### src/rtl/wdog_timer.sv
// ---------------------------------------------------------------------------
// wdog_timer
//
// Host-communication watchdog. Every valid host packet (wdog_refresh) restarts
// the countdown; if no packet arrives within the programmed period the
// wdog_timeout flag latches and stays set until software clears it through
// the status register. The block also measures the spacing between host
// refreshes and reports it as a coarse 3-bit bucket for the status LED.
//
// Time base: a free-running prescaler of PRESCALE_W bits produces one tick
// every 2^PRESCALE_W sysclk cycles. Periods and intervals are counted in ticks.
//
// Ports:
//   sysclk              system clock
//   reset               synchronous, active-high reset
//   reg_waddr           register write address
//   reg_wdata           register write data
//   reg_wen             single-cycle register write strobe
//   wdog_refresh        single-cycle pulse per valid host packet
//   wdog_timeout        latched timeout flag
//   wdog_period_status  bucketed last refresh interval (0 = disabled, 7 = timed out)
//   wdog_period_led     1 when the LED should display wdog_period_status
//   wdog_clear          one-cycle pulse after a timeout-clear write
//   wdog_period         currently programmed period in ticks
// ---------------------------------------------------------------------------
module wdog_timer #(
    parameter int          PRESCALE_W  = 8,
    parameter logic [15:0] ADDR_STATUS = 16'h0000,
    parameter logic [15:0] ADDR_WDOG   = 16'h0003,
    parameter int          CLR_BIT     = 19
) (
    input  logic        sysclk,
    input  logic        reset,
    input  logic [15:0] reg_waddr,
    input  logic [31:0] reg_wdata,
    input  logic        reg_wen,
    input  logic        wdog_refresh,
    output logic        wdog_timeout,
    output logic [2:0]  wdog_period_status,
    output logic        wdog_period_led,
    output logic        wdog_clear,
    output logic [15:0] wdog_period
);

    localparam logic [PRESCALE_W-1:0] PRE_ONE = PRESCALE_W'(1);
    localparam logic [15:0]           CNT_MAX = 16'hFFFF;

    logic [PRESCALE_W-1:0] prescaler;
    logic [15:0]           elapsed;
    logic [15:0]           interval;
    logic [15:0]           period;
    logic                  timeout_q;
    logic                  led_q;
    logic                  clear_q;
    logic [2:0]            bucket_q;

    logic                  wdog_wr;
    logic                  status_clr;
    logic                  tick;
    logic                  restart;
    logic                  expire;
    logic [2:0]            bucket_next;
    logic                  unused_wdata;

    // Only bits [15:0], bit 31 and CLR_BIT of the write data carry meaning.
    assign unused_wdata = ^reg_wdata;

    // Register decode and time-base events. A timeout-clear write, a period
    // write and a host refresh all restart the countdown from zero. Expiry is
    // evaluated against elapsed+1 in 17 bits, so the flag rises on the tick
    // that completes the period and a saturated elapsed cannot wrap.
    always_comb begin
        wdog_wr    = reg_wen && (reg_waddr == ADDR_WDOG);
        status_clr = reg_wen && (reg_waddr == ADDR_STATUS) && reg_wdata[CLR_BIT];
        tick       = &prescaler;
        restart    = status_clr || wdog_wr || wdog_refresh;
        expire     = tick && (period != 16'h0000) &&
                     (({1'b0, elapsed} + 17'd1) >= {1'b0, period});
    end

    // Interval bucketing: each bucket spans a factor of four in ticks, so the
    // LED can show the rough refresh rate from about 80 us up to tens of ms.
    always_comb begin
        bucket_next = 3'd6;
        if (interval < 16'd16) begin
            bucket_next = 3'd1;
        end else if (interval < 16'd64) begin
            bucket_next = 3'd2;
        end else if (interval < 16'd256) begin
            bucket_next = 3'd3;
        end else if (interval < 16'd1024) begin
            bucket_next = 3'd4;
        end else if (interval < 16'd4096) begin
            bucket_next = 3'd5;
        end
    end

    // Prescaler and the two tick counters. The elapsed counter drives expiry
    // and restarts on any restart event; the interval counter only restarts
    // on a host refresh, because it measures host activity and must not be
    // disturbed by register traffic. Both saturate instead of wrapping so a
    // very long silence never looks like a short one.
    always_ff @(posedge sysclk) begin
        if (reset) begin
            prescaler <= '0;
            elapsed   <= 16'h0000;
            interval  <= 16'h0000;
            bucket_q  <= 3'd0;
        end else begin
            if (restart) begin
                prescaler <= '0;
            end else begin
                prescaler <= prescaler + PRE_ONE;
            end

            if (restart) begin
                elapsed <= 16'h0000;
            end else if (tick && (elapsed != CNT_MAX)) begin
                elapsed <= elapsed + 16'd1;
            end

            if (wdog_refresh) begin
                bucket_q <= bucket_next;
                interval <= 16'h0000;
            end else if (tick && (interval != CNT_MAX)) begin
                interval <= interval + 16'd1;
            end
        end
    end

    // Configuration and the timeout latch. Same-cycle precedence is
    // clear write, then period write, then refresh, then expiry: a refresh
    // or period write landing on the expiry tick wins and no timeout is set,
    // but neither of them ever releases a latched timeout -- only the
    // explicit clear write does. wdog_clear is the registered clear strobe,
    // so it pulses on the edge after the write is sampled.
    always_ff @(posedge sysclk) begin
        if (reset) begin
            period    <= 16'h0000;
            led_q     <= 1'b0;
            timeout_q <= 1'b0;
            clear_q   <= 1'b0;
        end else begin
            clear_q <= status_clr;

            if (!status_clr && wdog_wr) begin
                period <= reg_wdata[15:0];
                led_q  <= reg_wdata[31];
            end

            if (status_clr) begin
                timeout_q <= 1'b0;
            end else if (!wdog_wr && !wdog_refresh && expire) begin
                timeout_q <= 1'b1;
            end
        end
    end

    // Status overrides sit on top of the stored bucket: a latched timeout
    // always shows 7, and a disabled watchdog shows 0.
    always_comb begin
        wdog_period_status = bucket_q;
        if (timeout_q) begin
            wdog_period_status = 3'd7;
        end else if (period == 16'h0000) begin
            wdog_period_status = 3'd0;
        end
    end

    assign wdog_timeout    = timeout_q;
    assign wdog_period_led = led_q;
    assign wdog_clear      = clear_q;
    assign wdog_period     = period;

endmodule

### config.mk
export PLATFORM = sky130hd
export DESIGN_NAME = wdog_timer
export DESIGN_NICKNAME = d
export VERILOG_FILES = /design/src/rtl/wdog_timer.sv
export SDC_FILE = /design/constraint.sdc
export NUM_CORES = 1
export LEC_CHECK = 0
export CAP_MARGIN = 15
export CORE_ASPECT_RATIO = 2
export CORE_MARGIN = 4
export CORE_UTILIZATION = 30
export CTS_CLUSTER_SIZE = 40
export DETAILED_ROUTE_END_ITERATION = 8
export DONT_BUFFER_PORTS = 1
export HOLD_SLACK_MARGIN = 0.06
export SYNTH_ARGS = -nofsm -noshare
export SYNTH_HDL_FRONTEND = slang
export SYNTH_SLANG_ARGS = --single-unit
### constraint.sdc
create_clock -name sysclk -period 7.05 [get_ports sysclk]
set_input_delay 1.0575 -clock sysclk [delete_from_list [all_inputs] [get_ports sysclk]]
set_output_delay 1.0575 -clock sysclk [all_outputs]
set_load 0.02 [all_outputs]
Word level (Yosys, flattened, before mapping)
Index checks and enable logic that the tools add are counted.
{"block": "totals", "register_bits": 62, "in_bits": 52, "elab_cells": 50, "output_inout_bits": 22}
{"block": "op_classes", "n_reduce_logical": 22, "n_lt_le_gt_ge": 6, "n_addsub": 4, "mux": 7, "eq_ne": 3}
{"op": "$add A16 B1 Y16 const B", "count": 2}
{"op": "$logic_not A16 Y1", "count": 2}
{"op": "$ne A16 B16 Y1 const B", "count": 2}
{"op": "$add A16 B1 Y17 const B", "count": 1}
{"op": "$ge A17 B16 Y1", "count": 1}
{"op": "$eq A16 B2 Y1 const B", "count": 1}
{"op": "$lt A16 B11 Y1 const B", "count": 1}
{"op": "$lt A16 B13 Y1 const B", "count": 1}
{"op": "$lt A16 B5 Y1 const B", "count": 1}
{"op": "$lt A16 B7 Y1 const B", "count": 1}
{"op": "$lt A16 B9 Y1 const B", "count": 1}
{"op": "$reduce_bool A16 Y1", "count": 1}
{"op": "$mux W3", "count": 5}
{"op": "$logic_and A1 B1 Y1", "count": 10}
{"op": "$add A8 B1 Y8 const B", "count": 1}
{"op": "$reduce_and A8 Y1", "count": 1}
{"op": "$reduce_or A2 Y1", "count": 3}
{"op": "$mux W2", "count": 2}
{"op": "$logic_not A1 Y1", "count": 3}
{"op": "$logic_or A1 B1 Y1", "count": 2}

Longest topological paths before layout
Gate-level depths: netlist (run 1).
{"block": "logic_depth", "word_depth": 6, "ltp_mapped": 11}

Worst setup path after synthesis (run 1)
Ideal clock, no wire load.
{"block": "synth_timing", "kind": "register to register", "from": "register elapsed[0]", "to": "register timeout_q, in the netlist wdog_timeout", "t_required_ps": 6935, "synth_period_minus_slack_ps": 2701, "n_path_buf": 0, "setup_slack_ps": 4349, "stages_incl_launch_ff": 11, "arrival_time_ps": 2586, "setup_ps": 115, "cell_sequence": "dfxtp_1 ha_1 nand3_2 nor3_1 and3_1 xor2_1 ha_1 a21o_1 a2111oi_0 o21ai_0 o21a_1"}
{"block": "synth_via", "elab_chain_cells": 4}
{"element": "from (decl)", "line_no": "49", "text": "logic [15:0] elapsed;"}
{"element": "from (signal assigned)", "line_no": "119", "text": "elapsed <= elapsed + 16'd1;"}
{"element": "$add A16 B1 Y17", "line_no": "78", "text": "(({1'b0, elapsed} + 17'd1) >= {1'b0, period});"}
{"element": "$ge A17 B16 Y1", "line_no": "78"}
{"element": "$logic_and A1 B1 Y1", "line_no": "77", "text": "expire = tick && (period != 16'h0000) &&"}
{"element": "$logic_and A1 B1 Y1", "line_no": "153", "text": "end else if (!wdog_wr && !wdog_refresh && expire) begin"}
{"element": "to (signal assigned)", "line_no": "141", "text": "timeout_q <= 1'b0;"}
{"element": "to (signal assigned)", "line_no": "152", "text": "timeout_q <= 1'b0;"}
{"element": "to (signal assigned)", "line_no": "154", "text": "timeout_q <= 1'b1;"}
{"element": "to (decl)", "line_no": "52", "text": "logic timeout_q;"}
No other way between the ends.
A chain may end at the register's enable or synchronous reset.

Worst setup path after layout (run 1)
Ends and elaborated chain as after synthesis.

==> flow_results.org, run 1 <==
** Logic synthesis
- Counting flops with a built-in enable in the synthesized netlist gives 0.
- In the synthesized netlist the dominant register cell turns out to be dfxtp_1.
- Netlist Area Pre-Place :: 0.00349 mm^2
- Post-synth net total :: 490
- Asr flop ratio synth :: 0
- For this run, the register share of the synthesized area comes to 0.356.
- Share of the synthesized area in compound gates (AO/OA/AOI/OAI) :: 0.0929
- Number of synthesis warnings :: 0
- Cell accounting for the most synthesized area :: dfxtp_1
- Each instance of the synthesized netlist takes up on average 8.33 um^2.
- Post-synthesis share of cell area spent on full adders, half adders and majority gates :: 0.0681
- In this run, distinct cell masters in the synthesized netlist total 50.
- Of the total synthesized cell area, the portion taken by XOR and XNOR cells is 0.110.
- By area the synthesized netlist is led by dfxtp_1, ha_1, nand2_1.
- Number of instances in the synthesized netlist :: 419
- Area fraction of the dominant cell type after synthesis :: 0.356
- Of the total synthesized cell area, the portion taken by AND, OR, NAND and NOR gates is 0.313.
- After synthesis, the largest family of logic cells by area is simple AND/OR/NAND/NOR gates.
- After synthesis the netlist holds a flip-flop and latch count of 62.
- Measured against the total synthesized area, the mux share comes to 0.00861.

** Setup path
- Worst reg2reg path depth :: 10
- The worst setup path is captured at a register.
- At the worst endpoint, the arrival time is 3290 ps.
- For the worst setup path, the data required time is 7270 ps.
- The worst setup path is launched from a register.
- Type of the worst setup path :: register to register
- Maximum fanout along the worst path :: 7

** Clock tree
- TritonCTS created 9 clock buffers.
- # Post-CTS Setup Buffers :: 0
- Buffers inserted to repair hold after CTS numbered 0.
- The clock passes through at most 2 buffers.
- Gates resized during post-CTS repair numbered 0.
- Cell at the root of the clock tree :: clkbuf_16
- After clock tree synthesis, the clock-pin slew on the worst setup and hold paths is 50 ps.
- Clock latency on the worst-skew pair, taken at its later pin, is 330 ps.
- Total number of clock tree sinks :: 62
- The H-tree was split into 3 levels.
- TritonCTS clock tree :: yes

** Timing
- Setup total negative slack on the finished layout was measured at 0 ps.
- Setup violations remaining at the end of the flow were counted as 0.
- Worst-case clock skew :: 8.33 ps
- In the finished design, the share of the clock period the worst path needs comes to 0.435.
- Static timing analysis puts the maximum clock frequency at 0.326 GHz.
- Hold timing on the final database bottoms out at a slack of 452 ps.
- For the pin with the worst max-slew slack, the measured transition is 970 ps.
- The final count of hold timing violations came to 0.
- Unrepaired setup endpoints after global routing :: false
- Slew Viols, Final :: 0
- Fin crit period :: 3070 ps
- In this run the tightest slew margin relative to its limit is 0.353.

** Global routing
- Initial antenna violation count :: 0
- Entering global routing, the biggest net connects 25 pins.
- Aggregate global-route resource usage :: 0.126
- The first global-routing pass estimated 13700 um of wire.
- Via count of the first global-routing pass :: 2978
- Global route total overflow :: 0

** Cells and area
- Once layout is complete, the utilization of the core stands at 0.339.
- Filler cell count :: 1201
- The area growth from synthesis to layout is 10.2%.
- Once layout is complete, the cells apart from fillers number 557.
- Of the cells placed in the final design, the portion with a size suffix greater than 1 is 0.0795.
- The number of antenna diodes in the final layout is 0.
- After the last flow step, the layout net total stands at 483.

** Routing
- Via count :: 2891
- The detailed router finished its first iteration with 85 violations.
- Post-detailed-route wirelength per cell :: 14.8 um
- Count of unresolved DRC violations after routing :: 0
- Using the TritonRoute via totals, the vias-per-cell ratio works out to 5.19.
- The detail route stage leaves a number of antenna-violating nets equal to 0.
- The first detailed-routing pass ran for 4 iterations.
- Sum of routed wire length over all layers :: 8260 um

** Placed design
- The HPWL after detailed placement is 6410 um.
- In this run the tool buffered the top-level ports with 0 buffer cells.
- At the end of routability-driven placement, the weighted congestion stood at 0.823.
- Cell Count Post-Placement :: 543

** Power and ir drop
- Total power per unit cell area :: 201 mW/mm^2
- For this design the static power due to leakage is 0.00134 uW.
- Max VDD drop :: 0.152 mV
- The completed layout was analyzed and its total power is 771 uW.

** Floorplan
- In this run the count of I/O pins placed on the die edge is 74.
- Floorplan die width :: 84.3 um
- The floorplan step defined a die boundary enclosing 0.0135 mm^2.
- Initial Utilization :: 0.307
- Core Region :: 0.0114 mm^2
- Num rows :: 55
- Die Y :: 160 um

** Run
- Across the run, the number of max-cap violations was 0.

** Status
- Outcome :: finished clean

** Min path
- Worst hold path cell count :: 1
- Worst hold-check path type :: register to register
[path summary, 6_finish.rpt]
kind	start	slack, ps	endpoint
min	prescaler[0]	450	prescaler[0]
min reg2reg	prescaler[0]	450	prescaler[0]
max	elapsed[0]	3980	wdog_timeout
max reg2reg	elapsed[0]	3980	wdog_timeout
[cells in the final DEF, fill, tap and decap left out, types with 2 or more instances in the layout]
cell,instances
a2111oi_0,2
a211oi_1,5
a21oi_1,24
and3_1,8
and4_1,2
clkbuf_16,9
clkbuf_8,3
dfxtp_1,62
ha_1,19
inv_1,21
mux2i_1,3
nand2_1,57
nand3_1,13
nand3_2,2
nand4_1,11
nand4_2,3
nor2_1,52
nor3_1,10
nor3_2,4
nor3b_2,2
nor4_1,13
nor4_2,3
nor4_4,2
o2111ai_1,2
o211ai_1,4
o21ai_0,8
o31ai_1,2
or2_1,4
or3_1,3
xnor2_1,24
xor2_1,20
[per-stage QoR]
stage / setup slack [ps] / cell area, um^2
final: 3980 / 3840
after global routing: 3660 / 3840
after CTS: 3950 / 3840
after detailed placement: 3830 / 3570
after global placement: 3930 / 3570
after floorplan: 4350 / 3490
[logic make-up after synthesis]
| group | after synthesis |
|---|---|
| AOI/OAI and AO/OA | 53 |
| xor gates and xnor gates | 44 |
| adders and majority gates | 19 |
| buffers and inverters | 39 |
| DFF | 62 |
| muxes | 3 |
| and+or+nand+nor | 199 |
[worst max-delay path, stage by stage, from the launching register on]
cell,delay (ps)
dfxtp_1,410
ha_1,240
nand3_2,220
nor3_1,410
and3_1,340
xor2_1,180
ha_1,260
a21o_1,170
a2111oi_0,370
o21ai_0,150
o21a_1,200
[area by class of cell]
cell class              instances  area, um^2  area share
clock buffers                  13         270      0.0703
clock inverters                 1        5.00     0.00130
inverters                      21        78.8      0.0205
multi-input cells             318        2070       0.539
flip-flops and latches         62        1240       0.323
well taps                     142         178      0.0462
[state kept, by name, indices dropped and copies added (netlist names)]
signal	cells
wdog_timeout	1
elapsed	16
wdog_period_led	1
wdog_clear	1
wdog_period	16
prescaler	8
interval	16
bucket_q	3
[synthesized netlist by cell type (2+ instances only)]
cell type  number
mux2i_1         3
ha_1           19
nor3_1         10
nand3_2         2
o21ai_0         8
nor4_2          3
buf_2           8
or3_1           3
clkbuf_1        5
nor4_1         13
nor3b_2         2
nand4_1        11
a2111oi_0       2
nor4_4          2
xnor2_1        24
dfxtp_1        62
or2_1           4
a211oi_1        5
nand2_1        57
nor3_2          4
and3_1          8
inv_1          21
o2111ai_1       2
nand4_2         3
buf_4           3
xor2_1         20
o211ai_1        4
nand3_1        13
and4_1          2
nor2_1         52
o31ai_1         2
a21oi_1        24
[per-layer routing]
| metal | GRT usage | up-vias | share of wire |
|---|---|---|---|
| met5 | 0 | - | 0 |
| met4 | 0.0842 | 0 | 0.049 |
| met3 | 0.0344 | 30 | 0.043 |
| met2 | 0.236 | 71 | 0.56 |
| met1 | 0.113 | 1340 | 0.35 |
| li1 | - | 1450 | - |
[where the power goes]
group	internal [uW]	total (uW)	leakage [uW]	switching [uW]
Sequential	352	353	0.000500	0.813
Clock	262	410	0.000138	148
Combinational	2.39	8.09	0.000700	5.70
Total	616	771	0.00134	155
No activity file was read; power rests on OpenSTA's default activity.
==> run 2: changes to the inputs <==
Clock period 7.05 ns to 2.6 ns, I/O delays scaled along.
==> run 2 against run 1 <==
Net effect: hold slack lost 330 ps; final area grew 5.5%; sequential share of layout area shrank 1.6 points; largest power group unchanged; count of clock-buffer cells in the layout shrank 4.
==> flow_results.org, run 2 (synthesized netlist as in run 1, its figures left out) <==
** Setup path
- Maximum fanout along the worst path :: 5 (-2)
- STA classifies the critical path endpoint as a register.
- Worst endpoint required time :: 2820 ps (-4450 ps)
- Kind of start point of the critical path :: register
- The critical path is of the register to register type.
- Worst Path Arrival :: 2740 ps (-550 ps)

** Timing
- The total negative slack was 0 ps (unchanged).
- The final critical-path share of the clock period is 0.968 (+0.533).
- The final period demand of the worst path is 2520 ps (-548 ps).
- Slew Viols, Final :: 0 (unchanged)
- Max_slew headroom :: 0.392 (+0.0389)
- Pin slew with the least headroom to its limit :: 912 ps (-58.4 ps)
- Final setup fails :: 0 (unchanged)
- Crit path setup slack, layout :: 82.5 ps (-3900 ps)
- The maximum clock frequency came to 0.397 GHz (+22%).
- The clock skew is 8.42 ps (+0.0883 ps).
- The final count of hold timing violations came to 0 (unchanged).

** Clock tree
- Cts bufs inserted :: 9 (unchanged)
- CTS clock-pin slew for the worst setup and hold paths :: 60 ps (about the same)
- H-tree level count :: 3 (unchanged)
- Maximum buffer depth of the clock tree :: 2 (unchanged)
- TritonCTS built the clock tree.
- Total number of clock tree sinks :: 62 (unchanged)
- The clock latency reported for the late side of the worst-skew pair is 330 ps (about the same).
- CTS placed an instance of clkbuf_16 at the clock tree root.

** Power and ir drop
- The part of the total power dissipated in the clock network is 0.526 (-0.005).
- Combinational group share of total power :: 0.012 (+0.002)
- The sequential group share of total power is 0.462 (+0.004).
- The net load switching power came to 465 uW (+200%).
- Net Sw Frac :: 0.224 (+0.0238)
- The highest ir drop seen on vdd is 0.330 mV (+120%).
- The areal power density over the cells was 511 mW/mm^2 (+150%).
- The leakage power figure was 0.00146 uW (+9.1%).
- The internal power component is 1610 uW (+160%).

** Routing
- The post-detailed-route via-to-cell ratio is 5.17 (-0.31%).
- Via count :: 3001 (+3.8%)
- The first-pass iteration count of the detailed router was 4 (unchanged).
- Count of unresolved DRC violations after routing :: 0 (unchanged)
- Sum of routed wire length over all layers :: 8470 um (+2.5%)
- Number of nets still failing antenna checks after routing :: 0 (unchanged)
- The iteration-0 DRC count of the detailed router is 105 (+24%).
- Post-detailed-route wirelength per cell :: 14.6 um (-1.6%)

** Cells and area
- The share of layout cells above drive strength 1 is 0.153 (+0.0734).
- Commonest cells after routing, fill and taps aside :: dfxtp_1, nand2_1, nor2_1
- The final net count was 504 (+4.3%).
- Finished Core Util :: 0.357 (+0.0187)
- The library cell used most frequently in the layout, excluding fill and tap cells, is dfxtp_1.
- Relative to the synthesized area, the layout overhead comes to 16.3%.
- The fill cell instance count of the final layout was 1183 (-1.5%).
- The antenna diode instance count was 0 (unchanged).

** Floorplan
- The die width came to 84.3 um (unchanged).
- Core Region :: 0.0114 mm^2 (unchanged)
- Initial Utilization :: 0.307 (unchanged)
- Die Outline Area :: 0.0135 mm^2 (unchanged)
- Number of top-level pins :: 74 (unchanged)
- Num rows :: 55 (unchanged)
- The vertical die dimension came to 160 um (unchanged).

** Global routing
- The number of global-route vias before repair is 2981 (+0.10%).
- The pin count of the biggest net entering global routing is 25 (unchanged).
- Global route total overflow :: 0 (unchanged)
- Initial antenna violation count :: 0 (unchanged)
- First-pass GRT wire length :: 13900 um (+1.5%)
- The total routing resource utilization after global routing was 0.126 (+0.000551).

** Placed design
- Number of input and output port buffers inserted :: 0 (unchanged)
- The routability-driven placement congestion ratio is 0.812 (-1.3%).
- Dpl hpwl :: 6600 um (+2.9%)
- The worst slack at placement was 21.9 ps (-3810 ps).

** Status
- The flow ran to the end, and the final reports show no timing, DRC or antenna violations.

** Run
- The number of maximum-capacitance violations is 0 (unchanged).

** Min path
- Worst hold-check path type :: input pin to register
run 2: timing repair:
item                       4_1_cts  5_1_grt
gates resized for setup          0       13
buffers inserted                 0        1
hold buffers                     0        0
setup endpoints to repair        0        1
run 2: path summary, 6_finish.rpt:
path | cells past startpoint | from | endpoint | slack, ps
setup / recovery | 10 | elapsed[0] | wdog_timeout | 80
hold / removal | 1 | reset | wdog_period_led | 120
setup reg to reg | 10 | elapsed[0] | wdog_timeout | 80
hold reg to reg | 1 | prescaler[0] | prescaler[0] | 450
run 2: area by class of cell:
| cell class | count | area (um^2) | share of cell area |
|---|---|---|---|
| inverters | 21 | 78.8 | 0.0194 |
| multi-input cells | 318 | 2120 | 0.523 |
| flip-flops and latches | 62 | 1250 | 0.307 |
| repair buffers | 21 | 158 | 0.0389 |
| well taps | 142 | 178 | 0.0438 |
| clock inverters | 7 | 50.0 | 0.0123 |
| clock buffers | 9 | 225 | 0.0555 |
run 2: through the flow:
stage | std cells | total power, uW | hold slack, ps | area (um^2)
after global routing | 580 | 2150 | 109 | 4060
after floorplan | 419 | 1000 | 417 | 3490
after CTS | 579 | 2100 | 108 | 4000
after global placement | 563 | 1000 | 430 | 3720
final | 580 | 2070 | 123 | 4060
after detailed placement | 563 | 1000 | 447 | 3720
run 2: critical path: stages, from the launching register on:
cell	delay (ps)
dfxtp_2	350
ha_2	210
nand3_4	120
nor3_4	210
and3_4	230
xor2_2	140
ha_1	250
a21o_1	180
a2111oi_2	370
o21ai_0	140
o21a_1	200
run 2: routing by layer:
metal	wire, um	part of all wire	vias up	global-route usage
met4	327	0.039	0	0.0791
met3	362	0.043	24	0.0293
met2	4820	0.57	81	0.240
met5	0	0	-	0
li1	-	-	1484	-
met1	2960	0.35	1412	0.117
run 2: power groups by stage:
stage / logic (uW) / registers [uW] / clock network (uW)
6_report: 24.8 / 957 / 1090
5_1_grt: 28.2 / 956 / 1160
4_1_cts: 25.4 / 956 / 1120
3_5_place_dp: 25.4 / 977 / 0
3_3_place_gp: 24.4 / 977 / 0
2_1_floorplan: 25.3 / 977 / 0
